File: src/rtl/sobel_bus_pkg.sv
// sobel_bus_pkg: shared CSR map, status bit layout and sequencer state type
package sobel_bus_pkg;
    localparam logic [31:0] CSR_LED_ADDR    = 32'h00;
    localparam logic [31:0] CSR_SW_ADDR     = 32'h04;
    localparam logic [31:0] CSR_LEN_ADDR    = 32'h08;
    localparam logic [31:0] CSR_STATUS_ADDR = 32'h0C;
    localparam logic [31:0] CSR_CTRL_ADDR   = 32'h10;
    localparam logic [31:0] CSR_CYCLES_ADDR = 32'h14;
    localparam logic [31:0] DEADBEEF        = 32'hDEADBEEF;
    localparam int ST_IDLE_BIT = 0;
    localparam int ST_DONE_BIT = 1;
    localparam int ST_BUSY_BIT = 2;
    localparam int ST_ERR_BIT  = 3;
    typedef enum logic [1:0] {SEQ_IDLE, SEQ_START, SEQ_RUN} seq_state_t;
endpackage

File: src/rtl/sobel_seq.sv
// sobel_seq: ap_ctrl_hs start sequencer with sticky done/err flags and run-cycle counter
// Ports: start_i/clear_i one-cycle pulses from CTRL writes; ap_ready_i/ap_done_i from the core;
// ap_start_o to the core; busy_o, done_o, err_o, cycles_o feed the STATUS and CYCLES registers.
module sobel_seq
    import sobel_bus_pkg::*;
(
    input  logic        clk_i,
    input  logic        rst_n_i,
    input  logic        start_i,
    input  logic        clear_i,
    input  logic        ap_ready_i,
    input  logic        ap_done_i,
    output logic        ap_start_o,
    output logic        busy_o,
    output logic        done_o,
    output logic        err_o,
    output logic [31:0] cycles_o
);
    seq_state_t state;
    logic fin;
    always_comb fin = (state == SEQ_START && ap_ready_i && ap_done_i) || (state == SEQ_RUN && ap_done_i);
    assign busy_o = state != SEQ_IDLE;
    always_ff @(posedge clk_i) begin
        if (!rst_n_i) begin
            state      <= SEQ_IDLE;
            ap_start_o <= 1'b0;
            done_o     <= 1'b0;
            err_o      <= 1'b0;
            cycles_o   <= '0;
        end else begin
            // a set arriving together with a clear must survive
            done_o <= fin | (done_o & ~clear_i);
            err_o  <= (start_i & busy_o) | (err_o & ~clear_i);
            if (busy_o)
                cycles_o <= (cycles_o == '1) ? cycles_o : cycles_o + 32'd1;
            case (state)
                SEQ_IDLE: if (start_i) begin
                    state      <= SEQ_START;
                    ap_start_o <= 1'b1;
                    cycles_o   <= '0;
                end
                SEQ_START: if (ap_ready_i) begin
                    ap_start_o <= 1'b0;
                    state      <= ap_done_i ? SEQ_IDLE : SEQ_RUN;
                end
                SEQ_RUN: if (ap_done_i) state <= SEQ_IDLE;
                default: begin
                    state      <= SEQ_IDLE;
                    ap_start_o <= 1'b0;
                end
            endcase
        end
    end
endmodule

File: src/rtl/sobel_bus_ctrl.sv
// sobel_bus_ctrl: UDM bus slave decoding a CSR bank and test-memory port 0, sequencing the Sobel core
// Ports: bus_* UDM slave side; sw_i/led_o board IO; mem_* synchronous RAM port (1-cycle read latency);
// len_o run length to the core; ap_* core handshake; busy_o sequencer not idle.
module sobel_bus_ctrl
    import sobel_bus_pkg::*;
#(
    parameter logic [31:0] TESTMEM_ADDR  = 32'h80000000,
    parameter int          TESTMEM_WSIZE = 1024,
    parameter int          MEM_AW        = 10
) (
    input  logic              clk_i,
    input  logic              rst_n_i,
    input  logic              bus_req_i,
    input  logic              bus_we_i,
    input  logic [31:0]       bus_addr_bi,
    input  logic [3:0]        bus_be_bi,
    input  logic [31:0]       bus_wdata_bi,
    output logic              bus_ack_o,
    output logic              bus_resp_o,
    output logic [31:0]       bus_rdata_bo,
    input  logic [15:0]       sw_i,
    output logic [15:0]       led_o,
    output logic              mem_we_o,
    output logic [MEM_AW-1:0] mem_addr_bo,
    output logic [31:0]       mem_wdata_bo,
    input  logic [31:0]       mem_rdata_bi,
    output logic [31:0]       len_o,
    output logic              ap_start_o,
    input  logic              ap_ready_i,
    input  logic              ap_done_i,
    input  logic              ap_idle_i,
    output logic              busy_o
);
    localparam logic [32:0] MEM_END = {1'b0, TESTMEM_ADDR} + 33'(4 * TESTMEM_WSIZE);
    logic in_mem, csr_wr, start, clear, mem_rd1, mem_rd2, csr_resp, done, err;
    logic [31:0] status, csr_val, csr_rdata, cycles;
    assign in_mem    = bus_addr_bi >= TESTMEM_ADDR && {1'b0, bus_addr_bi} < MEM_END;
    // mem_rd1/mem_rd2 together form the pending-read window that stalls new requests
    assign bus_ack_o  = bus_req_i & ~(mem_rd1 | mem_rd2);
    assign csr_wr     = bus_ack_o & bus_we_i & ~in_mem;
    assign start      = csr_wr && bus_addr_bi == CSR_CTRL_ADDR && bus_wdata_bi[0];
    assign clear      = csr_wr && bus_addr_bi == CSR_CTRL_ADDR && bus_wdata_bi[1];
    assign bus_resp_o   = csr_resp | mem_rd2;
    assign bus_rdata_bo = mem_rd2 ? mem_rdata_bi : csr_resp ? csr_rdata : '0;
    always_comb begin
        status = '0;
        status[ST_ERR_BIT]  = err;
        status[ST_BUSY_BIT] = busy_o;
        status[ST_DONE_BIT] = done;
        status[ST_IDLE_BIT] = ap_idle_i;
        csr_val = bus_addr_bi == CSR_LED_ADDR    ? {16'h0, led_o} :
                  bus_addr_bi == CSR_SW_ADDR     ? {16'h0, sw_i}  :
                  bus_addr_bi == CSR_LEN_ADDR    ? len_o          :
                  bus_addr_bi == CSR_STATUS_ADDR ? status         :
                  bus_addr_bi == CSR_CTRL_ADDR   ? 32'h0          :
                  bus_addr_bi == CSR_CYCLES_ADDR ? cycles         : DEADBEEF;
    end
    always_ff @(posedge clk_i) begin
        if (!rst_n_i) begin
            led_o        <= '0;
            len_o        <= '0;
            mem_we_o     <= 1'b0;
            mem_addr_bo  <= '0;
            mem_wdata_bo <= '0;
            mem_rd1      <= 1'b0;
            mem_rd2      <= 1'b0;
            csr_resp     <= 1'b0;
            csr_rdata    <= '0;
        end else begin
            mem_we_o  <= bus_ack_o & in_mem & bus_we_i;
            mem_rd1   <= bus_ack_o & in_mem & ~bus_we_i;
            mem_rd2   <= mem_rd1;
            csr_resp  <= bus_ack_o & ~in_mem & ~bus_we_i;
            csr_rdata <= csr_val;
            if (bus_ack_o & in_mem)
                mem_addr_bo <= bus_addr_bi[MEM_AW+1:2];
            if (bus_ack_o & in_mem & bus_we_i)
                mem_wdata_bo <= bus_wdata_bi;
            if (csr_wr && bus_addr_bi == CSR_LED_ADDR)
                for (int i = 0; i < 2; i++)
                    if (bus_be_bi[i]) led_o[8*i +: 8] <= bus_wdata_bi[8*i +: 8];
            if (csr_wr && bus_addr_bi == CSR_LEN_ADDR)
                for (int i = 0; i < 4; i++)
                    if (bus_be_bi[i]) len_o[8*i +: 8] <= bus_wdata_bi[8*i +: 8];
        end
    end
    sobel_seq u_seq (
        .clk_i      (clk_i),
        .rst_n_i    (rst_n_i),
        .start_i    (start),
        .clear_i    (clear),
        .ap_ready_i (ap_ready_i),
        .ap_done_i  (ap_done_i),
        .ap_start_o (ap_start_o),
        .busy_o     (busy_o),
        .done_o     (done),
        .err_o      (err),
        .cycles_o   (cycles)
    );
endmodule

File: config.mk
export PLATFORM = sky130hd
export DESIGN_NAME = sobel_bus_ctrl
export DESIGN_NICKNAME = d
export VERILOG_FILES = /design/src/rtl/sobel_bus_pkg.sv /design/src/rtl/sobel_seq.sv /design/src/rtl/sobel_bus_ctrl.sv
export SDC_FILE = /design/constraint.sdc
export NUM_CORES = 1
export LEC_CHECK = 0
export BUFFER_PORTS_ARGS = -buffer_cell sky130_fd_sc_hd__buf_2
export CORE_MARGIN = 3
export CORE_UTILIZATION = 50
export CTS_BUF_LIST = sky130_fd_sc_hd__clkbuf_16
export DETAILED_ROUTE_END_ITERATION = 12
export GPL_ROUTABILITY_DRIVEN = 0
export PLACE_DENSITY = 0.8
export REMOVE_ABC_BUFFERS = 1
export SLEW_MARGIN = 30
export SYNTH_ARGS = -nofsm -noshare
export SYNTH_HDL_FRONTEND = slang
export SYNTH_SLANG_ARGS = --single-unit
File: constraint.sdc
create_clock -name clk_i -period 3.2 [get_ports clk_i]
set_clock_uncertainty 0.2 [all_clocks]
set_input_delay 0.64 -clock clk_i [delete_from_list [all_inputs] [get_ports clk_i]]
set_output_delay 0.64 -clock clk_i [all_outputs]
set_load 0.05 [all_outputs]
# [Yosys cells after proc, flatten, opt, wreduce, memory -nomap -nowiden]
# Index checks and enable logic that the tools add are counted.
[word_totals] register_bits=163 input_bits=123 out_inout_bits=127 elab_cells=96
[op_classes] add_sub_neg=1 n_lt_le_gt_ge=2 n_eq_ne=11 muxes=20 n_bitwise=21 reduce_logical=22
[op_table] op="32-bit 2-to-1 mux" n=10
[op_table] op="32-bit by 4-bit == test with 1-bit output, second input constant" n=2
[op_table] op="32-bit by 5-bit == test with 1-bit output, second input constant" n=2
[op_table] op="32-bit by 1-bit adder with 32-bit output, second input constant" n=1
[op_table] op="32-bit by 3-bit == test with 1-bit output, second input constant" n=1
[op_table] op="32-bit == test, second input constant" n=1
[op_table] op="32-bit >= comparator, second input constant" n=1
[op_table] op="32-bit logical NOT" n=1
[op_table] op="32-bit < comparator, second input constant" n=1
[op_table] op="16-bit 2-to-1 mux" n=2
[op_table] op="2-bit AND reduction" n=6
[op_table] op="1-bit bitwise AND" n=11
[op_table] op="1-bit logical AND" n=9
[op_table] op="2-bit 2-to-1 mux" n=4
[op_table] op="1-bit NOT" n=6
[op_table] op="2-bit one-hot mux with 3 select lines" n=1
[op_table] op="3-bit AND reduction" n=2
[op_table] op="2-bit inequality test, second input constant" n=2
[op_table] op="1-bit OR" n=4
[op_table] op="1-bit one-hot mux with 3 select lines" n=1
[op_table] op="3-bit OR reduction" n=1
[op_table] op="2-bit by 1-bit == test with 1-bit output, second input constant" n=1
[op_table] op="2-bit == test, second input constant" n=1
[op_table] op="2-bit logical NOT" n=1
[op_table] op="4 further kinds" n=5

# [Depth between registers and ports, before layout]
[depth] word_depth=10 ltp_mapped=10

# [By module]
# A second synthesis with hierarchy kept.
[unflattened] hier_cells=888 hier_area_um2=7678.6
[by_module_without_submodules] mod="sobel_bus_ctrl" n_inst=1 cells_each=663 area_each_um2=5781.8 seq_area_each_um2=2522.4
[by_module_without_submodules] mod="sobel_seq" n_inst=1 cells_each=225 area_each_um2=1896.8 seq_area_each_um2=740.7

# [Worst setup path after synthesis]
# OpenSTA, ideal clock, no wires.
[synth_timing] path_type="in2reg" start="input bus_addr_bi[19]" end="register led_o[15]" setup_ns=0.128 arrival_time_ns=2.184 slack_ns=0.688 cell_stages=6 n_path_buf=1 cell_sequence="nor3_1 nand4_2 or4_1 buf_2 mux2i_1 nor2_1"
[synth_between] elab_chain_cells=6 elab_cells_between_ends=8
[synth_lines] item="start, declared" line="sobel_bus_ctrl.sv:15" text="input logic [31:0] bus_addr_bi,"
[synth_lines] item="32-bit >= comparator or 32-bit < comparator (tied branches)" line="sobel_bus_ctrl.sv:37" text="assign in_mem = bus_addr_bi >= TESTMEM_ADDR && {1'b0, bus_addr_bi} < MEM_END;"
[synth_lines] item="1-bit logical AND" line="sobel_bus_ctrl.sv:37"
[synth_lines] item="1-bit NOT" line="sobel_bus_ctrl.sv:40" text="assign csr_wr = bus_ack_o & bus_we_i & ~in_mem;"
[synth_lines] item="1-bit bitwise AND" line="sobel_bus_ctrl.sv:40"
[synth_lines] item="1-bit logical AND *" line="sobel_bus_ctrl.sv:79" text="if (csr_wr && bus_addr_bi == CSR_LED_ADDR)"
[synth_lines] item="2-bit AND reduction (no line) *"
[synth_lines] item="end signal, assigned by index" line="sobel_bus_ctrl.sv:81" text="if (bus_be_bi[i]) led_o[8*i +: 8] <= bus_wdata_bi[8*i +: 8];"
[synth_lines] item="end, declared" line="sobel_bus_ctrl.sv:22" text="output logic [15:0] led_o,"
# Mark *: on every way between the ends. The rest lies on a longest branch, timed or not.
# A chain may end at the register's enable or synchronous reset.

# [Worst setup path in the final report]
[layout_timing] start="register mem_rd2" end="output bus_rdata_bo[15]"
[layout_between] elab_chain_cells=1
[layout_lines] item="start, declared" line="sobel_bus_ctrl.sv:35" text="logic in_mem, csr_wr, start, clear, mem_rd1, mem_rd2, csr_resp, done, err;"
[layout_lines] item="start signal, assigned" line="sobel_bus_ctrl.sv:72" text="mem_rd2 <= mem_rd1;"
[layout_lines] item="32-bit 2-to-1 mux" line="sobel_bus_ctrl.sv:44" text="assign bus_rdata_bo = mem_rd2 ? mem_rdata_bi : csr_resp ? csr_rdata : '0;"
[layout_lines] item="end, declared" line="sobel_bus_ctrl.sv:20" text="output logic [31:0] bus_rdata_bo,"
# No other way between the ends.

==> impl_results.md <==
- Routed len/inst: 16.9 um
- Largest net degree at the start of global routing: 82
- Total Power: 4.40 mW
- Util after Layout: 0.661
- # setup viols final: 0
- Fmax: 370 MHz
- Most frequent cells in the layout: buf_2 (249), dfxtp_1 (163), nand2_1 (111)
- CTS Hold Bufs: 0
- HPWL after DPL: 15.4 mm
- EDFF count, synth: 0
- Ports: 250
- Post_cts resized: 0
- Syn Area/Cell: 8.83 sq um
- Postcts setup bufs: 0
- Worst-Skew Late Latency: 430 ps
- Max-slew headroom: 0.511
- Routed via count: 7052
- Worst slew pin tran: 730 ps
- Clk sinks: 163
- Post-Route WL: 21.1 mm
- Die W: 126 um
- P&R area growth vs syn: 28.2%
- Number of distinct library cells after synthesis: 53
- Total iterations of the first detailed-routing run: 5
- Die Ht: 126 um
- DR vias/cell: 5.65
- Worst-path fanout max: 29
- Pins Over Slew Limit: 0
- Hold Path Cell Cnt: 2
- CTS root buf: clkbuf_16
- H-tree depth: 4
- Outcome: completed
- DRC Markers: 0
- Flops & latches, synth: 163
- Initial Util: 0.516
- Global-route wire length before repair: 33.6 mm
- Placed insts: 1217
- Synthesized area: 0.00724 sq mm
- Seq/Total Area, Yosys: 0.451
- Clock buffer depth: 2
- Total track usage: 0.261
- Most common cell after layout, fill and taps aside: buf_2
- Fin crit share: 0.845
- Full die area: 0.0160 sq mm
- Critical path arrival: 1870 ps
- CTS buffer count: 17
- Synth warn: 0
- DRT iter0 DRCs: 476
- LEAKAGE: 4.02 nW
- Mapped Cells: 820
- Async set or reset register ratio after synthesis: 0
- Initial antenna violation count: 1
- Cell row count: 43
- GR Overflow Total: 0
- Max-cap violations: 0
- Core Area: 0.0140 sq mm
- Critical path startpoint category: flop
- Worst R2R Path Depth: 5
- Min-delay worst type: in2reg
- Post-layout min period: 2710 ps
- RSZ-0062 raised after global routing: no
- Clk slew on worst S/H paths: 60 ps
- Crit path required time: 2360 ps
- Vias in the first global route: 6524
- ANT nets after route: 0
- Non-filler instance count after layout: 1249
- Layout cell share with drive strength beyond 1: 0.314
- Critical Path Sink Type: output pin
- WS Path Type: reg2out
- Worst VDD drop: 0.460 mV
- Power density cells: 474 mW/mm^2
- CTS tree: built
- Top_reg_cell synth: dfxtp_1
- Final Hold Viols: 0
- Post-layout nets: 1180
- Port Buf Inserts: 249
[critical path, cell delays in order, from the launching register on]
cell	delay, ps
dfxtp_1	390
nor2b_4	190
buf_4	360
a22o_1	210
buf_2	260
[through the flow]
step	area (sq um)	TNS [ps]	hold WS, ps	worst slack (ps)
2_1_floorplan	7010	-20360	231	-636
3_3_place_gp	8680	0	236	354
3_5_place_dp	8680	0	240	272
4_1_cts	9280	0	169	456
5_1_grt	9290	0	169	332
6_report	9290	0	179	495
[state kept, by name, summed over array words and instances, names as in the netlist]
signal	flops
u_seq.cycles_o	32
mem_wdata_bo	32
mem_addr_bo	10
csr_rdata	32
led_o	16
u_seq.state	2
u_seq.ap_start_o	1
mem_rd1	1
len_o	32
mem_we_o	1
csr_resp	1
mem_rd2	1
u_seq.err_o	1
u_seq.done_o	1
[cells by family after synthesis]
kind of cell,Yosys count,synth area share
DFF,163,0.451
AOI/OAI and AO/OA,208,0.190
and+or+nand+nor,308,0.216
muxes,65,0.0919
xor gates and xnor gates,10,0.0121
buffers and inverters,65,0.0371
adders and majority gates,1,0.00173
[Yosys cell counts (9+ instances only)]
master | instances | area share
nand3_1 | 17 | 0.012
or4_1 | 13 | 0.013
mux2i_1 | 53 | 0.073
o21ai_1 | 11 | 0.0076
nor2_1 | 80 | 0.041
nand4_1 | 10 | 0.0086
a22o_1 | 44 | 0.053
clkbuf_1 | 42 | 0.022
a21oi_1 | 91 | 0.063
or3_1 | 13 | 0.011
o31ai_1 | 9 | 0.0093
nand2_1 | 111 | 0.058
nor2b_1 | 9 | 0.0078
mux2_2 | 12 | 0.019
a22oi_1 | 23 | 0.024
dfxtp_1 | 163 | 0.45
o21ai_0 | 12 | 0.0083
[final timing paths]
path	startpoint	end	slack, ps
worst min register to register	mem_wdata_bo[17]$_SDFFE_PN0P_	mem_wdata_bo[17]$_SDFFE_PN0P_	250
worst max-delay path	mem_rd2$_SDFF_PN0_	bus_rdata_bo[15]	490
worst min-delay path	ap_done_i	u_seq.state[1]$_SDFFE_PN0P_	180
worst max register to register	u_seq.cycles_o[27]$_SDFF_PN0_	u_seq.cycles_o[1]$_SDFF_PN0_	530
[area by class of cell]
cell class	instances	area (sq um)
fill	1220	4760
sequential	163	3260
tap	180	225
antenna	1	2.50
inverter	10	38.8
clock inverter	14	173
timing repair buffer	272	1430
clock buffer	17	425
multi-input combinational	592	3730
[report_power, final]
part           internal (mW)  switching (mW)
Combinational          0.102           0.169
Sequential              2.05         0.00668
Clock                   1.28           0.793
Total                   3.43           0.969
[metal layers]
| metal | vias up | share of wire | global-route usage |
|---|---|---|---|
| li1 | 3435 | - | - |
| met1 | 3340 | 0.43 | 0.336 |
| met2 | 248 | 0.48 | 0.431 |
| met3 | 29 | 0.066 | 0.0585 |
| met4 | 0 | 0.018 | 0.0978 |
| met5 | - | 0 | 0 |
Power figures use the tool's default switching activity.
